**src/rtl/plb_bram_pkg.sv**
```systemverilog
// rtl/plb_bram_pkg.sv - shared types and constants for the PLB BRAM burst master
package plb_bram_pkg;

  typedef enum logic [1:0] {IDLE, WR, RD, DRAIN} state_t;

  localparam int LEN_W = 4;

  // Number of byte-offset address bits dropped when aligning to a BRAM word
  function automatic int align_bits(input int num_we);
    return $clog2(num_we);
  endfunction

endpackage

```
**src/rtl/plb_bram_rd_buf.sv**
```systemverilog
// rtl/plb_bram_rd_buf.sv - 2-entry read-return FIFO of {data, last}
module plb_bram_rd_buf #(
  parameter int DW = 64
) (
  input  logic          clk,
  input  logic          rst_n,
  input  logic          push,
  input  logic [DW-1:0] push_data,
  input  logic          push_last,
  input  logic          pop,
  output logic [DW-1:0] head_data,
  output logic          head_last,
  output logic          head_valid,
  output logic [1:0]    count
);

  logic [DW-1:0] data_q [2];
  logic [1:0]    last_q;
  logic          wr_ptr;
  logic          rd_ptr;

  always_ff @(posedge clk or negedge rst_n) begin
    if (!rst_n) begin
      data_q[0] <= '0;
      data_q[1] <= '0;
      last_q    <= '0;
      wr_ptr    <= 1'b0;
      rd_ptr    <= 1'b0;
      count     <= 2'd0;
    end else begin
      if (push) begin
        data_q[wr_ptr] <= push_data;
        last_q[wr_ptr] <= push_last;
        wr_ptr         <= ~wr_ptr;
      end
      if (pop) rd_ptr <= ~rd_ptr;
      case ({push, pop})
        2'b10:   count <= count + 2'd1;
        2'b01:   count <= count - 2'd1;
        default: count <= count;
      endcase
    end
  end

  assign head_data  = data_q[rd_ptr];
  assign head_last  = last_q[rd_ptr];
  assign head_valid = (count != 2'd0);

endmodule

```
**src/rtl/plb_bram_burst_master.sv**
```systemverilog
// rtl/plb_bram_burst_master.sv - request/burst sequencer driving BRAM port A
module plb_bram_burst_master
  import plb_bram_pkg::*;
#(
  parameter int C_DWIDTH  = 64,
  parameter int C_AWIDTH  = 32,
  parameter int C_NUM_WE  = 8,
  parameter int C_MEMSIZE = 'h4000
) (
  input  logic                CLK,
  input  logic                RST_N,
  input  logic                req_valid,
  output logic                req_ready,
  input  logic                req_write,
  input  logic [C_AWIDTH-1:0] req_addr,
  input  logic [LEN_W-1:0]    req_len,
  input  logic [C_NUM_WE-1:0] req_be,
  input  logic                wdata_valid,
  output logic                wdata_ready,
  input  logic [C_DWIDTH-1:0] wdata,
  output logic                rdata_valid,
  input  logic                rdata_ready,
  output logic [C_DWIDTH-1:0] rdata,
  output logic                rdata_last,
  output logic                wr_done,
  output logic                BRAM_Rst,
  output logic                BRAM_EN,
  output logic [C_NUM_WE-1:0] BRAM_WEN,
  output logic [C_AWIDTH-1:0] BRAM_Addr,
  output logic [C_DWIDTH-1:0] BRAM_Dout,
  input  logic [C_DWIDTH-1:0] BRAM_Din
);

  localparam int AL = align_bits(C_NUM_WE);
  localparam logic [C_AWIDTH-1:0] ALIGN_MASK = ~C_AWIDTH'((1 << AL) - 1);
  localparam logic [C_AWIDTH-1:0] WRAP_MASK  = C_AWIDTH'(C_MEMSIZE - 1);

  function automatic logic [C_AWIDTH-1:0] next_addr(input logic [C_AWIDTH-1:0] a);
    return (a & ~WRAP_MASK) | ((a + C_AWIDTH'(C_NUM_WE)) & WRAP_MASK);
  endfunction

  state_t              state;
  logic [C_AWIDTH-1:0] cur_addr;
  logic [LEN_W-1:0]    beats_left;
  logic [C_NUM_WE-1:0] be_q;
  logic                en_rd, en_last;   // read beat on BRAM_EN this cycle
  logic                p1_rd, p1_last;   // read data presented on BRAM_Din this cycle
  logic                wr_last;
  logic [1:0]          buf_count;
  logic [2:0]          load;
  logic                pop, accept, wbeat, can_issue;
  logic [C_AWIDTH-1:0] aligned;

  assign BRAM_Rst = ~RST_N;
  assign pop      = rdata_valid & rdata_ready;
  assign accept   = req_valid & req_ready;
  assign wbeat    = wdata_valid & wdata_ready;
  assign aligned  = req_addr & ALIGN_MASK;

  // Buffered plus outstanding reads, after this cycle's pop, must leave a slot free
  assign load      = {1'b0, buf_count} - {2'b0, pop} + {2'b0, en_rd} + {2'b0, p1_rd};
  assign can_issue = (load < 3'd2);

  plb_bram_rd_buf #(.DW(C_DWIDTH)) u_rd_buf (
    .clk        (CLK),
    .rst_n      (RST_N),
    .push       (p1_rd),
    .push_data  (BRAM_Din),
    .push_last  (p1_last),
    .pop        (pop),
    .head_data  (rdata),
    .head_last  (rdata_last),
    .head_valid (rdata_valid),
    .count      (buf_count)
  );

  always_ff @(posedge CLK or negedge RST_N) begin
    if (!RST_N) begin
      state       <= IDLE;
      req_ready   <= 1'b0;
      wdata_ready <= 1'b0;
      wr_done     <= 1'b0;
      wr_last     <= 1'b0;
      BRAM_EN     <= 1'b0;
      BRAM_WEN    <= '0;
      BRAM_Addr   <= '0;
      BRAM_Dout   <= '0;
      cur_addr    <= '0;
      beats_left  <= '0;
      be_q        <= '0;
      en_rd       <= 1'b0;
      en_last     <= 1'b0;
      p1_rd       <= 1'b0;
      p1_last     <= 1'b0;
    end else begin
      p1_rd    <= en_rd;
      p1_last  <= en_last;
      wr_done  <= wr_last;
      wr_last  <= 1'b0;
      BRAM_EN  <= 1'b0;
      BRAM_WEN <= '0;
      en_rd    <= 1'b0;
      en_last  <= 1'b0;
      case (state)
        IDLE: begin
          req_ready <= 1'b1;
          if (accept) begin
            req_ready  <= 1'b0;
            be_q       <= req_be;
            beats_left <= req_len;
            if (req_write) begin
              cur_addr    <= aligned;
              wdata_ready <= 1'b1;
              state       <= WR;
            end else begin
              // First read beat goes out on the accept edge to keep latency at 2
              BRAM_EN   <= 1'b1;
              BRAM_Addr <= aligned;
              en_rd     <= 1'b1;
              en_last   <= (req_len == '0);
              cur_addr  <= next_addr(aligned);
              state     <= (req_len == '0) ? DRAIN : RD;
            end
          end
        end
        WR: begin
          if (wbeat) begin
            BRAM_EN   <= 1'b1;
            BRAM_WEN  <= be_q;
            BRAM_Addr <= cur_addr;
            BRAM_Dout <= wdata;
            cur_addr  <= next_addr(cur_addr);
            if (beats_left == '0) begin
              wr_last     <= 1'b1;
              wdata_ready <= 1'b0;
              req_ready   <= 1'b1;
              state       <= IDLE;
            end else begin
              beats_left <= beats_left - LEN_W'(1);
            end
          end
        end
        RD: begin
          if (can_issue) begin
            BRAM_EN    <= 1'b1;
            BRAM_Addr  <= cur_addr;
            en_rd      <= 1'b1;
            en_last    <= (beats_left == LEN_W'(1));
            cur_addr   <= next_addr(cur_addr);
            beats_left <= beats_left - LEN_W'(1);
            if (beats_left == LEN_W'(1)) state <= DRAIN;
          end
        end
        DRAIN: begin
          if (!en_rd && !p1_rd && buf_count == 2'd0) begin
            req_ready <= 1'b1;
            state     <= IDLE;
          end
        end
        default: state <= IDLE;
      endcase
    end
  end

endmodule

```
**config.mk**
```make
export PLATFORM = sky130hd
export DESIGN_NAME = plb_bram_burst_master
export DESIGN_NICKNAME = d
export VERILOG_FILES = /design/src/rtl/plb_bram_pkg.sv /design/src/rtl/plb_bram_rd_buf.sv /design/src/rtl/plb_bram_burst_master.sv
export SDC_FILE = /design/constraint.sdc
export NUM_CORES = 1
export LEC_CHECK = 0
export CELL_PAD_IN_SITES_DETAIL_PLACEMENT = 0
export CELL_PAD_IN_SITES_GLOBAL_PLACEMENT = 1
export CORE_ASPECT_RATIO = 2
export CORE_MARGIN = 3
export CORE_UTILIZATION = 29
export DETAILED_ROUTE_END_ITERATION = 12
export PLACE_DENSITY_LB_ADDON = 0.1
export SYNTH_ARGS = -nofsm -noshare
export SYNTH_HDL_FRONTEND = slang
export SYNTH_SLANG_ARGS = --single-unit
```
**constraint.sdc**
```tcl
create_clock -name CLK -period 6.02 [get_ports CLK]
set_clock_uncertainty 0.15 [all_clocks]
set_input_delay 1.204 -clock CLK [delete_from_list [all_inputs] [get_ports CLK]]
set_output_delay 1.204 -clock CLK [all_outputs]
set_load 0.005 [all_outputs]
```
# Word level (Yosys, flattened, before mapping)
# Index checks and enable logic that the tools add are counted.
# op_classes
n_addsub	8
n_lt_le_gt_ge	7
eq_ne	15
mux	61
n_bitwise	10
n_reduce_logical	23
# op_table
op	count
32-bit 2-to-1 mux	8
64-bit 2-to-1 mux	4
32-bit one-hot mux with 3 select lines	2
128-bit bitwise mux	1
64-bit demux with 1-bit select	1
32-bit by 14-bit bitwise OR with 32-bit output	2
14-bit by 4-bit adder with 14-bit output, second input constant	2
1-bit 2-to-1 mux	22
2-bit inequality test, second input constant	9
4-bit 2-to-1 mux	4
8-bit 2-to-1 mux	2
5-bit AND reduction	3
2-bit 2-to-1 mux	7
4-bit one-hot mux with 3 select lines	1
4-bit zero test	2
2-bit one-hot mux with 4 select lines	1
4-bit AND reduction	2
3-bit by 1-bit adder with 3-bit output	2
2-bit equality test, second input constant	3
1-bit one-hot mux with 2 select lines	3
1-bit one-hot mux with 3 select lines	2
6-bit AND reduction	1
2-bit nonzero test	3
3-bit nonzero test	2
21 further kinds	35
# word_totals
ff_bits	293
wordCells	146

# Depth between registers and ports, before layout
# logic_depth
depth_word	8
depth_mapped	15

# By module
# Synthesis repeated with hierarchy kept, for this count alone.
# unflattened
cells_unflattened	1025
area_unflattened_um2	13235.2
# modules_own_cells
mod	instances	cells_per_inst	area_per_inst_um2	seq_area_each_um2
plb_bram_burst_master	1	664	7238.2	3978.8
plb_bram_rd_buf	1	361	5997.0	3353.2

# Worst setup path after synthesis
# No wires, ideal clock.
# synth_path
path_kind	input to register
startpoint	input rdata_ready
endpoint	register cur_addr[21]
setup_time_ns	0.125
arrival_ns	3.782
slack_ns	1.963
path_stages	13
n_path_buf	3
cell_sequence	and2_1 ha_1 inv_1 ha_1 a21o_1 fa_1 xnor2_1 a221oi_2 buf_4 nand3b_1 buf_6 buf_6 mux2_4
# synth_via
elab_chain_len	7
# synth_lines
item	line_no	rtl
start: declaration	plb_bram_burst_master.sv:22	input logic rdata_ready,
1-bit bitwise AND	plb_bram_burst_master.sv:55	assign pop = rdata_valid & rdata_ready;
2-bit by 1-bit subtractor with 3-bit output	plb_bram_burst_master.sv:61	assign load = {1'b0, buf_count} - {2'b0, pop} + {2'b0, en_rd} + {2'b0, p1_rd};
3-bit by 1-bit adder with 3-bit output (2 in series)	plb_bram_burst_master.sv:61	
3-bit by 2-bit < comparator with 1-bit output	plb_bram_burst_master.sv:62	assign can_issue = (load < 3'd2);
2-bit inequality test (no source line)	--	
4-bit AND reduction (no source line)	--	
end signal: assignment	plb_bram_burst_master.sv:112	cur_addr <= aligned;
end signal: assignment	plb_bram_burst_master.sv:121	cur_addr <= next_addr(aligned);
end signal: assignment	plb_bram_burst_master.sv:132	cur_addr <= next_addr(cur_addr);
end: declaration	plb_bram_burst_master.sv:43	logic [C_AWIDTH-1:0] cur_addr;
# No other way between the ends.
# A chain may end at the register's enable or synchronous reset.

# Final worst setup path
# layout_path
startpoint	register u_rd_buf.rd_ptr
endpoint	output rdata[36]
# layout_via
elab_chain_len	4
# layout_lines
item	line_no	rtl
start: declaration	plb_bram_rd_buf.sv:20	logic rd_ptr;
start signal: assignment	plb_bram_rd_buf.sv:36	if (pop) rd_ptr <= ~rd_ptr;
1-bit inverter with 2-bit output (implied by the code)	plb_bram_rd_buf.sv:45	assign head_data = data_q[rd_ptr];
64-bit 2-to-1 mux (implied by the code) (3 in series)	plb_bram_rd_buf.sv:45	
end: declaration	plb_bram_burst_master.sv:23	output logic [C_DWIDTH-1:0] rdata,
# No other way between the ends. The select of a mux whose other input is x is not followed.

==> flow_summary.toml <==
[routing]
vias = 8924
routedWlPerCell_um = 19.4
dr_wl_met2_um = 20400
routed.top_layer = "met5"
vias_per_cell = 4.55
drtIter0Drc = 268
final_antenna_net_count = 0
drc = 0
wl_met3_um = 2060
wl_met1_um = 14700
drtPass1Iterations = 4
wirelength_um = 38100

[job]
maxCapViolCount = 0

[layout]
layout_commonest_cell = "clkdlybuf4s50_1"
layout-drive-gt1-share_pct = 21.2
final_cell_mix = "clkdlybuf4s50_1 (348), dfrtp_1 (292), nand2_1 (246)"
area_growth_pct = 40.7
fin_area_mm2 = 0.0178
final_core_util_pct = 41.6
finalNetCount = 1581

[global_routing]
first_global_vias = 9659
antenna_found_initial = 3
grt_max_degree = 151
grt_overflow_total = 0
grt_pass1_wl_um = 58800
track_usage_pct = 16.0

[setup_path]
worstPathRequired_ns = 4.67
critPathLaunchType = "flip-flop"
slowest_delay_ns = 0.90
worstPathCellList = "buf_4 > mux2_2 > clkdlybuf4s50_1"
critPathSlowestCell = "dfrtp_2"
path_class = "flip-flop to output port"
r2r-start = "u_rd_buf.count[1]"
r2r-end = "cur_addr[16]"
worstSetupEndpointType = "output port"
arrival_ns = 2.85
rrSetupSlack_ns = 2.13
ff2ff_path_depth = 13
path_max_fanout = 31

[placed_design]
port-buffer-count = 349
dp_hpwl_um = 27000
place_congestion = 0.779
placed_area_mm2 = 0.0167

[synth]
synth_area_mm2 = 0.0127
async_reset_ff_share_pct = 100
synth_edf_count = 0
synthDistinctLibCells = 45
seq_area_frac_synth_pct = 57.9
synthesis.nets = 1247
yosys_warnings = 0
ys.flop_type = "dfrtp_1"
synth_area_per_cell_um2 = 12.0
synth_seq_cells = 293
synthCells = 1057

[sta]
tightest_slew_ns = 0.979
finalSetupViolCount = 0
rsz0062_at_grt = "false"
layout_min_cycle_time_ns = 4.20
slew_headroom_pct = 34.8
tns_ns = 0
maxSlewViolCount = 0
fmax_mhz = 238
hold_violations = 0
holdWs_ns = 0.213
fin_crit_sh_pct = 69.8

[floorplan]
die_x_um = 154
initial_core_util_pct = 29.6
io-pin-count = 353
rows = 107
die_h_um = 302
dieArea_mm2 = 0.0464
core_area_mm2 = 0.0428

[power_and_ir_drop]
worst_ir_drop_vdd_mv = 0.319
power_density_mw_per_mm2 = 544
p_leak_uw = 0.00786

[status]
outcome = "complete, no violations"

[worst_hold_path]
hold_path_end = "wr_done"
holdPathStages = 0
hold_path_class = "flip-flop to flip-flop"
worstHoldStart = "wr_last"

[clock_tree]
clkLatencyLatePin_ns = 0.57
cts_setup_buffers = 0
numCtsBuffers = 30
ctsResizeCount = 0
clkSinkCount = 293
clk_transition_reported_paths_ns = 0.06
hold_buffers = 0
cts_tree = "done"
htreeDepth = 1
root_buffer = "clkbuf_16"
clk_path_buf_depth = 3
## worst max-delay path: cells and delay by family, from the launching register on
family	cells	cell delay [ns]
buf+inv	2	0.97
flops	1	0.90
mux	1	0.39
## Yosys cell counts, types with 6 or more instances
cell type	count	share of area [%]
mux2i_1	32	2.5
clkbuf_1	48	1.4
xnor2_1	11	0.76
nor2_1	16	0.47
dfrtp_1	293	58
and3_1	7	0.35
nand2_1	247	7.3
mux2_2	211	19
inv_1	12	0.36
ha_1	11	1.1
mux2_4	11	1.3
a21oi_1	7	0.28
buf_2	8	0.32
o21ai_0	52	2.1
nand4_1	11	0.54
nand3_1	15	0.59
and2_1	15	0.74
o22ai_1	6	0.30
## logic make-up after synthesis
logic type                 share of synthesized area [%]
adders and majority gates                           1.24
buffers and inverters                               2.42
muxes                                               22.6
AOI/OAI and AO/OA                                   3.68
DFF                                                 57.9
and+or+nand+nor                                     11.1
xor gates and xnor gates                            1.04
## state kept, by name, indices dropped and copies added (netlist names), 2 cells and up
name	count
u_rd_buf.last_q	2
u_rd_buf.count	2
cur_addr	32
BRAM_Addr	32
be_q	8
BRAM_Dout	64
u_rd_buf.data_q	128
BRAM_WEN	8
state	2
beats_left	4
## layer usage
layer / track usage (%) / vias to the layer above
li1: - / 4266
met1: 18.2 / 4362
met2: 30.0 / 249
met3: 3.45 / 45
met4: 4.50 / 2
met5: 0 / -
## layout make-up
cell class	count	area (um2)
fillers	4211	25000
flip-flops and latches	293	7330
multi-input cells	692	5050
repair buffers	362	3610
clock buffers	41	883
well taps	545	682
clock inverters	15	205
inverters	12	45.0
diodes	1	2.50
## metrics by stage
step / power [uW] / worst slack (ns) / std cells
6_report: 9690 / 1.82 / 1961
3_3_place_gp: 7690 / 1.33 / 1904
2_1_floorplan: 5750 / 1.96 / 1057
5_1_grt: 10400 / 1.67 / 1961
4_1_cts: 9920 / 1.71 / 1960
3_5_place_dp: 7800 / 1.29 / 1904
## how the worst max path moves through the flow
stage	from	endpoint	slack, ns
3_3_place_gp	rdata_ready	cur_addr[16]	1.33
6_report	u_rd_buf.rd_ptr	rdata[36]	1.82
3_5_place_dp	rdata_ready	cur_addr[16]	1.29
2_1_floorplan	rdata_ready	cur_addr[21]	1.96
4_1_cts	u_rd_buf.rd_ptr	rdata[36]	1.71
5_1_grt	rdata_ready	BRAM_Addr[25]	1.67
## power breakdown
part	internal, uW	switching, uW	total, uW
combinational	2480	1830	4310
sequential	2830	501	3330
clock	1240	817	2050
total	6550	3150	9690
Note: power is estimated with default switching activity, not from simulation.
